### src/rtl/dapuf_eval_if.sv
// Handshake and DAPUF-side signal bundle for the DAPUF evaluation controller.
// The master side is the environment (challenge source, result sink, DAPUF core model).
interface dapuf_eval_if #(
  parameter int CHAL_W    = 40,
  parameter int NUM_EVALS = 15
);
  localparam int ONES_W = $clog2(NUM_EVALS + 1);

  logic [CHAL_W-1:0] chal_in;
  logic              chal_valid;
  logic              chal_ready;
  logic [CHAL_W-1:0] challenge;
  logic              exciteL;
  logic              exciteR;
  logic              puf_resp;
  logic              resp_out;
  logic [ONES_W-1:0] resp_ones;
  logic              resp_stable;
  logic              resp_valid;
  logic              resp_ready;
  logic              busy;

  modport master (
    output chal_in, chal_valid, resp_ready, puf_resp,
    input  chal_ready, challenge, exciteL, exciteR,
           resp_out, resp_ones, resp_stable, resp_valid, busy
  );

  modport slave (
    input  chal_in, chal_valid, resp_ready, puf_resp,
    output chal_ready, challenge, exciteL, exciteR,
           resp_out, resp_ones, resp_stable, resp_valid, busy
  );
endinterface

### src/rtl/dapuf_eval_ctrl.sv
// DAPUF evaluation sequencer: settles a challenge, fires excite NUM_EVALS times,
// counts synchronised responses and returns a majority-voted result.
module dapuf_eval_ctrl #(
  parameter int CHAL_W      = 40,
  parameter int CHAL_SETTLE = 8,
  parameter int RESP_SETTLE = 16,
  parameter int RELAX       = 8,
  parameter int NUM_EVALS   = 15
) (
  input  logic        clk,
  input  logic        rst,
  dapuf_eval_if.slave bus
);
  localparam int ONES_W  = $clog2(NUM_EVALS + 1);
  localparam int T_MAX_A = (CHAL_SETTLE > RESP_SETTLE) ? CHAL_SETTLE : RESP_SETTLE;
  localparam int T_MAX   = (T_MAX_A > RELAX) ? T_MAX_A : RELAX;
  localparam int TIMER_W = (T_MAX < 2) ? 1 : $clog2(T_MAX);

  localparam logic [TIMER_W-1:0] T_CHAL  = TIMER_W'(CHAL_SETTLE - 1);
  localparam logic [TIMER_W-1:0] T_RESP  = TIMER_W'(RESP_SETTLE - 1);
  localparam logic [TIMER_W-1:0] T_RELAX = TIMER_W'(RELAX - 1);
  localparam logic [ONES_W-1:0]  N_EVALS = ONES_W'(NUM_EVALS);
  localparam logic [ONES_W-1:0]  N_HALF  = ONES_W'(NUM_EVALS / 2);

  typedef enum logic [2:0] {
    S_IDLE,
    S_SETUP,
    S_FIRE,
    S_SAMPLE,
    S_RELAX,
    S_DONE
  } state_t;

  state_t             state_q, state_d;
  logic [TIMER_W-1:0] timer_q, timer_d;
  logic [ONES_W-1:0]  ones_q, ones_d;
  logic [ONES_W-1:0]  evals_q, evals_d;
  logic [CHAL_W-1:0]  challenge_q, challenge_d;
  logic               excite_q, excite_d;
  logic               res_out_q, res_out_d;
  logic [ONES_W-1:0]  res_ones_q, res_ones_d;
  logic               res_stable_q, res_stable_d;
  logic [1:0]         sync_q;
  logic               sync_resp;
  logic               chal_ready_w;
  logic               timer_zero;

  assign sync_resp    = sync_q[1];
  assign chal_ready_w = (state_q == S_IDLE) && !rst;
  assign timer_zero   = (timer_q == '0);

  always_ff @(posedge clk) begin
    if (rst) begin
      state_q      <= S_IDLE;
      timer_q      <= '0;
      ones_q       <= '0;
      evals_q      <= '0;
      challenge_q  <= '0;
      excite_q     <= 1'b0;
      res_out_q    <= 1'b0;
      res_ones_q   <= '0;
      res_stable_q <= 1'b0;
      sync_q       <= '0;
    end else begin
      state_q      <= state_d;
      timer_q      <= timer_d;
      ones_q       <= ones_d;
      evals_q      <= evals_d;
      challenge_q  <= challenge_d;
      excite_q     <= excite_d;
      res_out_q    <= res_out_d;
      res_ones_q   <= res_ones_d;
      res_stable_q <= res_stable_d;
      sync_q       <= {sync_q[0], bus.puf_resp};
    end
  end

  // Excite is registered from the next state so it is high exactly in FIRE and SAMPLE.
  always_comb begin
    state_d      = state_q;
    timer_d      = timer_q;
    ones_d       = ones_q;
    evals_d      = evals_q;
    challenge_d  = challenge_q;
    res_out_d    = res_out_q;
    res_ones_d   = res_ones_q;
    res_stable_d = res_stable_q;

    case (state_q)
      S_IDLE: begin
        if (bus.chal_valid && chal_ready_w) begin
          state_d     = S_SETUP;
          challenge_d = bus.chal_in;
          ones_d      = '0;
          evals_d     = '0;
          timer_d     = T_CHAL;
        end
      end
      S_SETUP: begin
        if (timer_zero) begin
          state_d = S_FIRE;
          timer_d = T_RESP;
        end else begin
          timer_d = timer_q - 1'b1;
        end
      end
      S_FIRE: begin
        if (timer_zero) begin
          state_d = S_SAMPLE;
        end else begin
          timer_d = timer_q - 1'b1;
        end
      end
      S_SAMPLE: begin
        ones_d  = (ones_q == N_EVALS) ? ones_q : ones_q + ONES_W'(sync_resp);
        evals_d = evals_q + 1'b1;
        state_d = S_RELAX;
        timer_d = T_RELAX;
      end
      S_RELAX: begin
        if (!timer_zero) begin
          timer_d = timer_q - 1'b1;
        end else if (evals_q == N_EVALS) begin
          state_d      = S_DONE;
          res_out_d    = (ones_q > N_HALF);
          res_ones_d   = ones_q;
          res_stable_d = (ones_q == '0) || (ones_q == N_EVALS);
        end else begin
          state_d = S_FIRE;
          timer_d = T_RESP;
        end
      end
      S_DONE: begin
        if (bus.resp_ready) begin
          state_d = S_IDLE;
        end
      end
      default: begin
        state_d = S_IDLE;
      end
    endcase

    excite_d = (state_d == S_FIRE) || (state_d == S_SAMPLE);
  end

  assign bus.chal_ready  = chal_ready_w;
  assign bus.challenge   = challenge_q;
  assign bus.exciteL     = excite_q;
  assign bus.exciteR     = excite_q;
  assign bus.resp_out    = res_out_q;
  assign bus.resp_ones   = res_ones_q;
  assign bus.resp_stable = res_stable_q;
  assign bus.resp_valid  = (state_q == S_DONE);
  assign bus.busy        = (state_q != S_IDLE);

  ones_no_overflow: assert property (@(posedge clk) disable iff (rst) ones_q <= N_EVALS);
endmodule

### src/flat_wrapper.sv
// flat-port wrapper written by rule: the top's interface ports become plain ports
module dapuf_eval_ctrl_flat 
#(
  parameter int CHAL_W      = 40,
  parameter int CHAL_SETTLE = 8,
  parameter int RESP_SETTLE = 16,
  parameter int RELAX       = 8,
  parameter int NUM_EVALS   = 15
)
  (clk, rst, bus_chal_in, bus_chal_valid, bus_resp_ready, bus_puf_resp, bus_chal_ready, bus_challenge, bus_exciteL, bus_exciteR, bus_resp_out, bus_resp_ones, bus_resp_stable, bus_resp_valid, bus_busy);
  dapuf_eval_if #(.CHAL_W(CHAL_W), .NUM_EVALS(NUM_EVALS)) bus_i ();
  input  logic clk;
  input  logic rst;
  input wire logic [$bits(bus_i.chal_in)-1:0] bus_chal_in;
  input wire logic [$bits(bus_i.chal_valid)-1:0] bus_chal_valid;
  input wire logic [$bits(bus_i.resp_ready)-1:0] bus_resp_ready;
  input wire logic [$bits(bus_i.puf_resp)-1:0] bus_puf_resp;
  output wire logic [$bits(bus_i.chal_ready)-1:0] bus_chal_ready;
  output wire logic [$bits(bus_i.challenge)-1:0] bus_challenge;
  output wire logic [$bits(bus_i.exciteL)-1:0] bus_exciteL;
  output wire logic [$bits(bus_i.exciteR)-1:0] bus_exciteR;
  output wire logic [$bits(bus_i.resp_out)-1:0] bus_resp_out;
  output wire logic [$bits(bus_i.resp_ones)-1:0] bus_resp_ones;
  output wire logic [$bits(bus_i.resp_stable)-1:0] bus_resp_stable;
  output wire logic [$bits(bus_i.resp_valid)-1:0] bus_resp_valid;
  output wire logic [$bits(bus_i.busy)-1:0] bus_busy;
  assign bus_i.chal_in = bus_chal_in;
  assign bus_i.chal_valid = bus_chal_valid;
  assign bus_i.resp_ready = bus_resp_ready;
  assign bus_i.puf_resp = bus_puf_resp;
  assign bus_chal_ready = bus_i.chal_ready;
  assign bus_challenge = bus_i.challenge;
  assign bus_exciteL = bus_i.exciteL;
  assign bus_exciteR = bus_i.exciteR;
  assign bus_resp_out = bus_i.resp_out;
  assign bus_resp_ones = bus_i.resp_ones;
  assign bus_resp_stable = bus_i.resp_stable;
  assign bus_resp_valid = bus_i.resp_valid;
  assign bus_busy = bus_i.busy;
  dapuf_eval_ctrl #(.CHAL_W(CHAL_W), .CHAL_SETTLE(CHAL_SETTLE), .RESP_SETTLE(RESP_SETTLE), .RELAX(RELAX), .NUM_EVALS(NUM_EVALS)) u_core (.clk(clk), .rst(rst), .bus(bus_i));
endmodule
### config.mk
export PLATFORM = sky130hd
export DESIGN_NAME = dapuf_eval_ctrl_flat
export DESIGN_NICKNAME = d
export VERILOG_FILES = /design/src/rtl/dapuf_eval_if.sv /design/src/rtl/dapuf_eval_ctrl.sv /design/src/flat_wrapper.sv
export SDC_FILE = /design/constraint.sdc
export NUM_CORES = 1
export LEC_CHECK = 0
export ABC_AREA = 1
export CORE_MARGIN = 2
export CORE_UTILIZATION = 48
export CTS_CLUSTER_DIAMETER = 100
export DETAILED_ROUTE_END_ITERATION = 6
export MAX_ROUTING_LAYER = met4
export PLACE_DENSITY = 0.85
export SLEW_MARGIN = 25
export SYNTH_ARGS = -nofsm -noshare
export SYNTH_HDL_FRONTEND = slang
export SYNTH_SLANG_ARGS = --single-unit
### constraint.sdc
create_clock -name clk -period 4 [get_ports clk]
set_clock_uncertainty 0.05 [all_clocks]
set_input_delay 1 -clock clk [delete_from_list [all_inputs] [get_ports clk]]
set_output_delay 1 -clock clk [all_outputs]
set_load 0.005 [all_outputs]
==> results.md <==
* # diodes at 0
* Syn avg cell area at approximately 7.8 um2
* Vias in the first global route at approximately 2400
* Final setup viols at 0
* Final WL at between 6000 and 7000 um
* Leakage at 1.69 nW
* Initial antenna violation count at 0
* Sequential Power Share at between 40% and 50%
* Combinational share of power at a little under a fifth
* Relative slew slack at a little under three fifths
* Worst r2r src: u_core.state_q[0]
* Peak supply drop at around 0.24 mV
* Die height at 78.2 um
* WS Path Type: in2out
* Max Cap Violations at 0
* Cts hold-fix bufs at 0
* Setup Buffers After CTS at 0
* Clk buf depth at 2
* Clk network pwr share at between 30% and 40%
* DRT iter0 DRCs at 115
* CP endpoint kind: output port
* Crit path max fanout at 2
* Yosys reg bits at between 60 and 70
* TritonRoute pass-1 iters at 4
* Chip width at about 80 um
* Syn. warnings at 0
* Main combinational cell family by area after synthesis: simple AND/OR/NAND/NOR gates
* Largest net degree at the start of global routing at 48
* RSZ-0062 raised after global routing: false
* Routed len/inst at between 10 and 15 um
* Worst setup SP type: primary input
* CTS buffer count at 9
* Tightest Pin Transition at roughly 0.64 ns
* CTS resizes at 0
* Net Sw Power at ~400 uW
* Distinct cells, synth at 29
* CTS tree: done
* Final hold violation count at 0
* Share of cells above drive strength 1 at 7.99%
* PortBufs at 95
* Reg area at 0.00128 mm2
* Period utilization at 80.1%
* Synth Area in Compound Gates at ~6.4%
* Pwr Total at 1.57 mW
* Boundary pin count at between 90 and 100
* Initial Utilization at between 40 and 50%
* Inst Count DP at approximately 500
* First-pass GRT wire length at 10200 um
* Number of flops mapped to enable cells by yosys at 0
* Vias at about 2500
* Nets at 482
* GRT Util Overall at 21.5%
* Hold path cells at 2
* Post-Synth Adder-Cell Area at ~1.9%
* Sequential element share of the synthesized area at a little under 50%
* Clock sink count at 64
* Syn Inst Count at ~340
* Final core occ at between 60% and 70%
* Hold EP: u_core.sync_q[1]
* Multi-input logic area at about 0.0012 mm2
* Register-to-Register Setup Slack at between 1.5 and 2 ns
* Floorplan Core Area at between 0.005 and 0.006 mm2
* Tmin final at 3.21 ns
* Post-place instance area at roughly 0.0036 mm2
* Hold Path Class: reg2reg
* Run status: finished, final reports clean
* Layout Cell Area excl Fill at about 0.0038 mm2
* XOR/XNOR Fraction of Synth Area at less than 1%
* Via/cell ratio at 4.90
* Crit path required time at between 2 and 3 ns
* H-tree levels at 3
* Async set-reset flop share out of synthesis at 0%
* HPWL Detailed at 4440 um
* Fillers at approximately 470
* Clock slew at the register clock pins of the worst setup and hold paths at around 0.070 ns
* Mux cell area share after synthesis at 0%
* R2R Path End: u_core.ones_q[2]
* GPL Wtd Cong at 0.802
* Top FF cell, synth: dfxtp_1
* Setup TNS at 0 ns
* Clock latency on the worst-skew pair at between 0.3 and 0.4 ns
* Root Driver: clkbuf_8
* Crit path DAT at about 2.2 ns
* Internal power at 1.17 mW
* DRC Markers at 0
* Synth Net Count at 390
* Die ar. at 0.00612 mm2
* Post-Syn Area at roughly 0.0026 mm2
* Post-Layout Cell Count at around 500
* Reg2reg path depth at 8
* Core Rows at 27
* Routed Antenna Nets at 0
* Slew Viols, Final at 0
* Synthesized-area fraction occupied by and/or/nand/nor cells at between 30% and 40%
* Global route total overflow at 0
* Hold path startpoint: u_core.sync_q[0]
* Max Fclk at between 0.3 and 0.4 GHz
* P per Cell Area at about 410 mW/mm2
* Switching Share at approximately 25%
* Area grow syn2layout at 43.0%
per-layer routing:
layer	part of all wire, %	global-route usage [%]	wire [um]
met1	42	23.1	2590
met3	5.2	5.17	321
met5	0	-	0
met4	2.5	12.1	154
met2	50	36.6	3100
power by group through the flow:
stage | registers (mW) | logic, mW | clock network [mW]
2_1_floorplan | 0.733 | 0.147 | 0
3_3_place_gp | 0.730 | 0.292 | 0
3_5_place_dp | 0.731 | 0.302 | 0
4_1_cts | 0.718 | 0.304 | 0.559
5_1_grt | 0.724 | 0.331 | 0.589
6_report | 0.718 | 0.299 | 0.550
cell usage in the layout (no fill, tap or decap), drive strengths merged, types with 2 or more instances in the layout:
master         Yosys  layout
o21ai              8       8
nand4              2       2
ha                 4       4
buf               14       2
inv               23      23
nor3               2       2
dfxtp             64      64
a211oi             2       2
nor2              29      29
clkinv             0       2
clkdlybuf4s50      0      95
nand3             58      58
clkbuf             2      13
nand2            111     111
a21oi             16      16
o21a               2       2
sequential cells by signal, summed over array words and instances, names as in the netlist:
name / count
u_core.bus.challenge: 40
u_core.bus.exciteL: 1
u_core.bus.resp_ones: 4
u_core.bus.resp_out: 1
u_core.bus.resp_stable: 1
u_core.evals_q: 4
u_core.ones_q: 4
u_core.state_q: 3
u_core.sync_q: 2
u_core.timer_q: 4
cells by family (layout without fill, tap and decap cells):
family	count (synthesis)	in the layout
and+or+nand+nor	203	203
AOI/OAI and AO/OA	30	30
buffers and inverters	39	136
DFF	64	64
xor gates and xnor gates	1	1
adders and majority gates	4	4
worst max-delay path, cell delays in order:
cell	delay, ns
clkdlybuf4s50_1	0.47
nor2_4	0.17
clkdlybuf4s50_1	0.52
how the worst max path moves through the flow:
stage	endpoint	slack (ns)	from
global placement	bus_chal_ready	0.83	rst
global route	bus_chal_ready	0.76	rst
detailed placement	bus_chal_ready	0.79	rst
finish	bus_chal_ready	0.79	rst
CTS	bus_chal_ready	0.79	rst
floorplan	bus_chal_ready	1.83	rst
Yosys cell counts (2+ instances only):
cell type	number	area share, %
a21oi_1	16	3.0
buf_1	3	0.43
nand3_1	56	11
buf_2	4	0.76
inv_2	6	0.85
nand3_2	2	0.76
nor3_4	2	1.2
a211oi_1	2	0.57
inv_1	17	2.4
ha_1	4	1.9
nand2_4	4	1.7
clkbuf_1	2	0.28
o21ai_0	7	1.3
nand2_1	106	15
buf_6	5	2.1
o21a_1	2	0.57
nor2_1	27	3.8
nor2_4	2	0.85
dfxtp_1	64	48
stage by stage:
stage | worst slack (ns) | hold WS (ns)
finish | 0.795 | 0.350
detailed placement | 0.794 | 0.344
global route | 0.763 | 0.376
floorplan | 1.83 | 0.338
CTS | 0.790 | 0.350
global placement | 0.831 | 0.343
final cells by class:
cell class              instances  area share [%]
clock buffers                  13            4.20
clock inverters                 3            1.06
multi-input cells             238            30.6
well taps                      72            2.38
flip-flops and latches         64            33.9
repair buffers                 97            25.5
inverters                      23            2.28
No activity file was read; power rests on OpenSTA's default activity.
==> variant, RTL diff (same settings) <==
Make the reset (`rst`) asynchronous in one clocked block.
--- a/src/rtl/dapuf_eval_ctrl.sv
+++ b/src/rtl/dapuf_eval_ctrl.sv
@@ -49,7 +49,7 @@
   assign chal_ready_w = (state_q == S_IDLE) && !rst;
   assign timer_zero   = (timer_q == '0);
 
-  always_ff @(posedge clk) begin
+  always_ff @(posedge clk or posedge rst) begin
     if (rst) begin
       state_q      <= S_IDLE;
       timer_q      <= '0;
Function: differs if rst is asserted again (counterexample within 4 cycles, from zero or initial values and one cycle with rst high); with rst held inactive, the same outputs for 10 cycles.
==> variant against the unedited design <==
Sequential cell count unchanged. First-iteration DRC count up 38%. Hold slack worse by 0.043 ns. Non-clock buffer count down 1. Via count up 2.0%. Area after synthesis up 7.5%. Wire length up 3.5%. Global-route usage up 0.66 points. Cell area up 5.6%. Setup slack worse by 0.028 ns. Critical path type unchanged.
Power is not compared: it rests on default switching activity, and its combinational part moved more than twofold at a synthesized area within 25%.
==> variant: results (changes against the unedited design) <==
critical path arrival=2.18 ns (+0.02 ns); sw frac=34.0%; Post-Synth XOR/XNOR Area=0.616% (+0.29 points); Synth area leaders=dfrtp_1, nand2_1, nand3_1; status=finished clean; largest net degree at the start of global routing=65 (+35%); share of layout cells above drive strength 1=7.00% (-0.99 points); VDD IR max=0.487 mV; cts bufs inserted=9 (unchanged); clock transition at the registers of the reported paths=0.07 ns (about the same); FILL cells=478 (+2.8%); GR Util met2=36.0% (-0.52 points); post_cts resized=0 (unchanged); max incr delay on CP=0.51 ns; synth cell count leaders=nand2_1, dfrtp_1, nor2_1; Slew @ Worst Pin=0.781 ns (+0.145 ns); Total GRT Usage=22.2% (+0.66 points); Synth async-reset ratio=100% (+100 points); Iteration-0 DRC Markers=159 (+38%); complex-gate fraction of the synthesized area=3.83% (-2.6 points); Placer Congestion=0.935 (+17%); M1 GR Usage=25.4% (+2.3 points); Worst Hold Class=flip-flop to flip-flop; met3 Usage GRT=6.00% (+0.83 points); Post-CTS Repair Setup Buffers=0 (unchanged); placed cells=503 (+1.8%); max reg flops=40 (unchanged); Top Family by Delay on Critical Path=buffers and inverters; adder-cell area share of the yosys netlist=1.76% (-0.13 points); global-route wire length before repair=10800 um (+6.0%); yosys warns=0 (unchanged); initial antenna violation count=0 (unchanged); synth unique cells=26 (-10%); main flop type after synthesis=dfrtp_1; CP Max Fanout=3 (+1); Routed WL per cell=12.3 um (+1.9%); nets@finish=488 (+1.2%); R2R setup slack=1.88 ns (-0.04 ns); DR vias/cell=4.92 (+0.47%); sequential area share after synthesis=56.4% (+7.9 points); placed wire-length estimate=4510 um (+1.7%); Gate Count Post-Synth=341 (unchanged); DR vias=2548 (+2.0%); first drt pass iteration count=4 (unchanged); Root Buffer Master=clkbuf_8
-- variant: final timing paths --
| path | cells past startpoint | startpoint | to |
|---|---|---|---|
| worst max register to register | 7 | u_core.state_q[0]$_DFF_PP0_ | u_core.bus.challenge[26]$_DFFE_PP0P_ |
| worst max-delay path | 3 | rst | bus_chal_ready |
| max in group asynchronous | 3 | rst | u_core.bus.challenge[22]$_DFFE_PP0P_ |
| worst min register to register | 0 | u_core.sync_q[0]$_DFF_PP0_ | u_core.sync_q[1]$_DFF_PP0_ |
| min in group asynchronous | 3 | rst | u_core.bus.resp_stable$_DFFE_PP0P_ |
| worst min-delay path | 0 | u_core.sync_q[0]$_DFF_PP0_ | u_core.sync_q[1]$_DFF_PP0_ |
-- variant: power groups by stage --
stage,logic (mW),registers [mW],clock network [mW]
3_3_place_gp,1.03,1.04,0
6_report,1.06,1.04,0.488
3_5_place_dp,1.07,1.05,0
2_1_floorplan,0.505,1.05,0
5_1_grt,1.20,1.07,0.526
4_1_cts,1.08,1.04,0.504
-- variant: final cells by class --
class                           instances  area (sq um)  area share [%]
Clock buffer                           12           155            3.88
Clock inverter                          3          17.5           0.439
Inverter                               22          83.8            2.10
Multi-Input combinational cell        246          1080            27.1
Sequential cell                        64          1600            40.1
Tap cell                               75          93.8            2.35
Timing Repair Buffer                   96           958            24.0
-- variant: routing by layer --
metal  up-vias  share of wire (%)  wire length, um
met5         -                  0                0
met4         0                1.0               66
met3         8                8.1              515
met2        92                 48             3060
met1      1196                 43             2740
li1       1252                  -                -
-- variant: cells by family after synthesis --
logic type / after synthesis
xor gates and xnor gates: 2
buffers and inverters: 31
AOI/OAI and AO/OA: 20
adders and majority gates: 4
and+or+nand+nor: 220
DFF: 64
-- variant: metrics by stage --
| step | instance area, sq um | hold slack, ns | worst slack (ns) |
|---|---|---|---|
| floorplan | 2840 | 0.281 | 1.13 |
| global placement | 3820 | 0.285 | 0.796 |
| detailed placement | 3820 | 0.293 | 0.763 |
| CTS | 3990 | 0.312 | 0.753 |
| global route | 3990 | 0.328 | 0.720 |
| finish | 3990 | 0.307 | 0.767 |
-- variant: worst register-to-register path, cell delays in order (launching register included) --
cell and delay [ns]:
dfrtp_1 0.49, nor2_4 0.08, nand2_4 0.10, nor2_4 0.05, nand2_4 0.36, clkinv_2 0.58
nand2_1 0.22, nand2_1 0.08
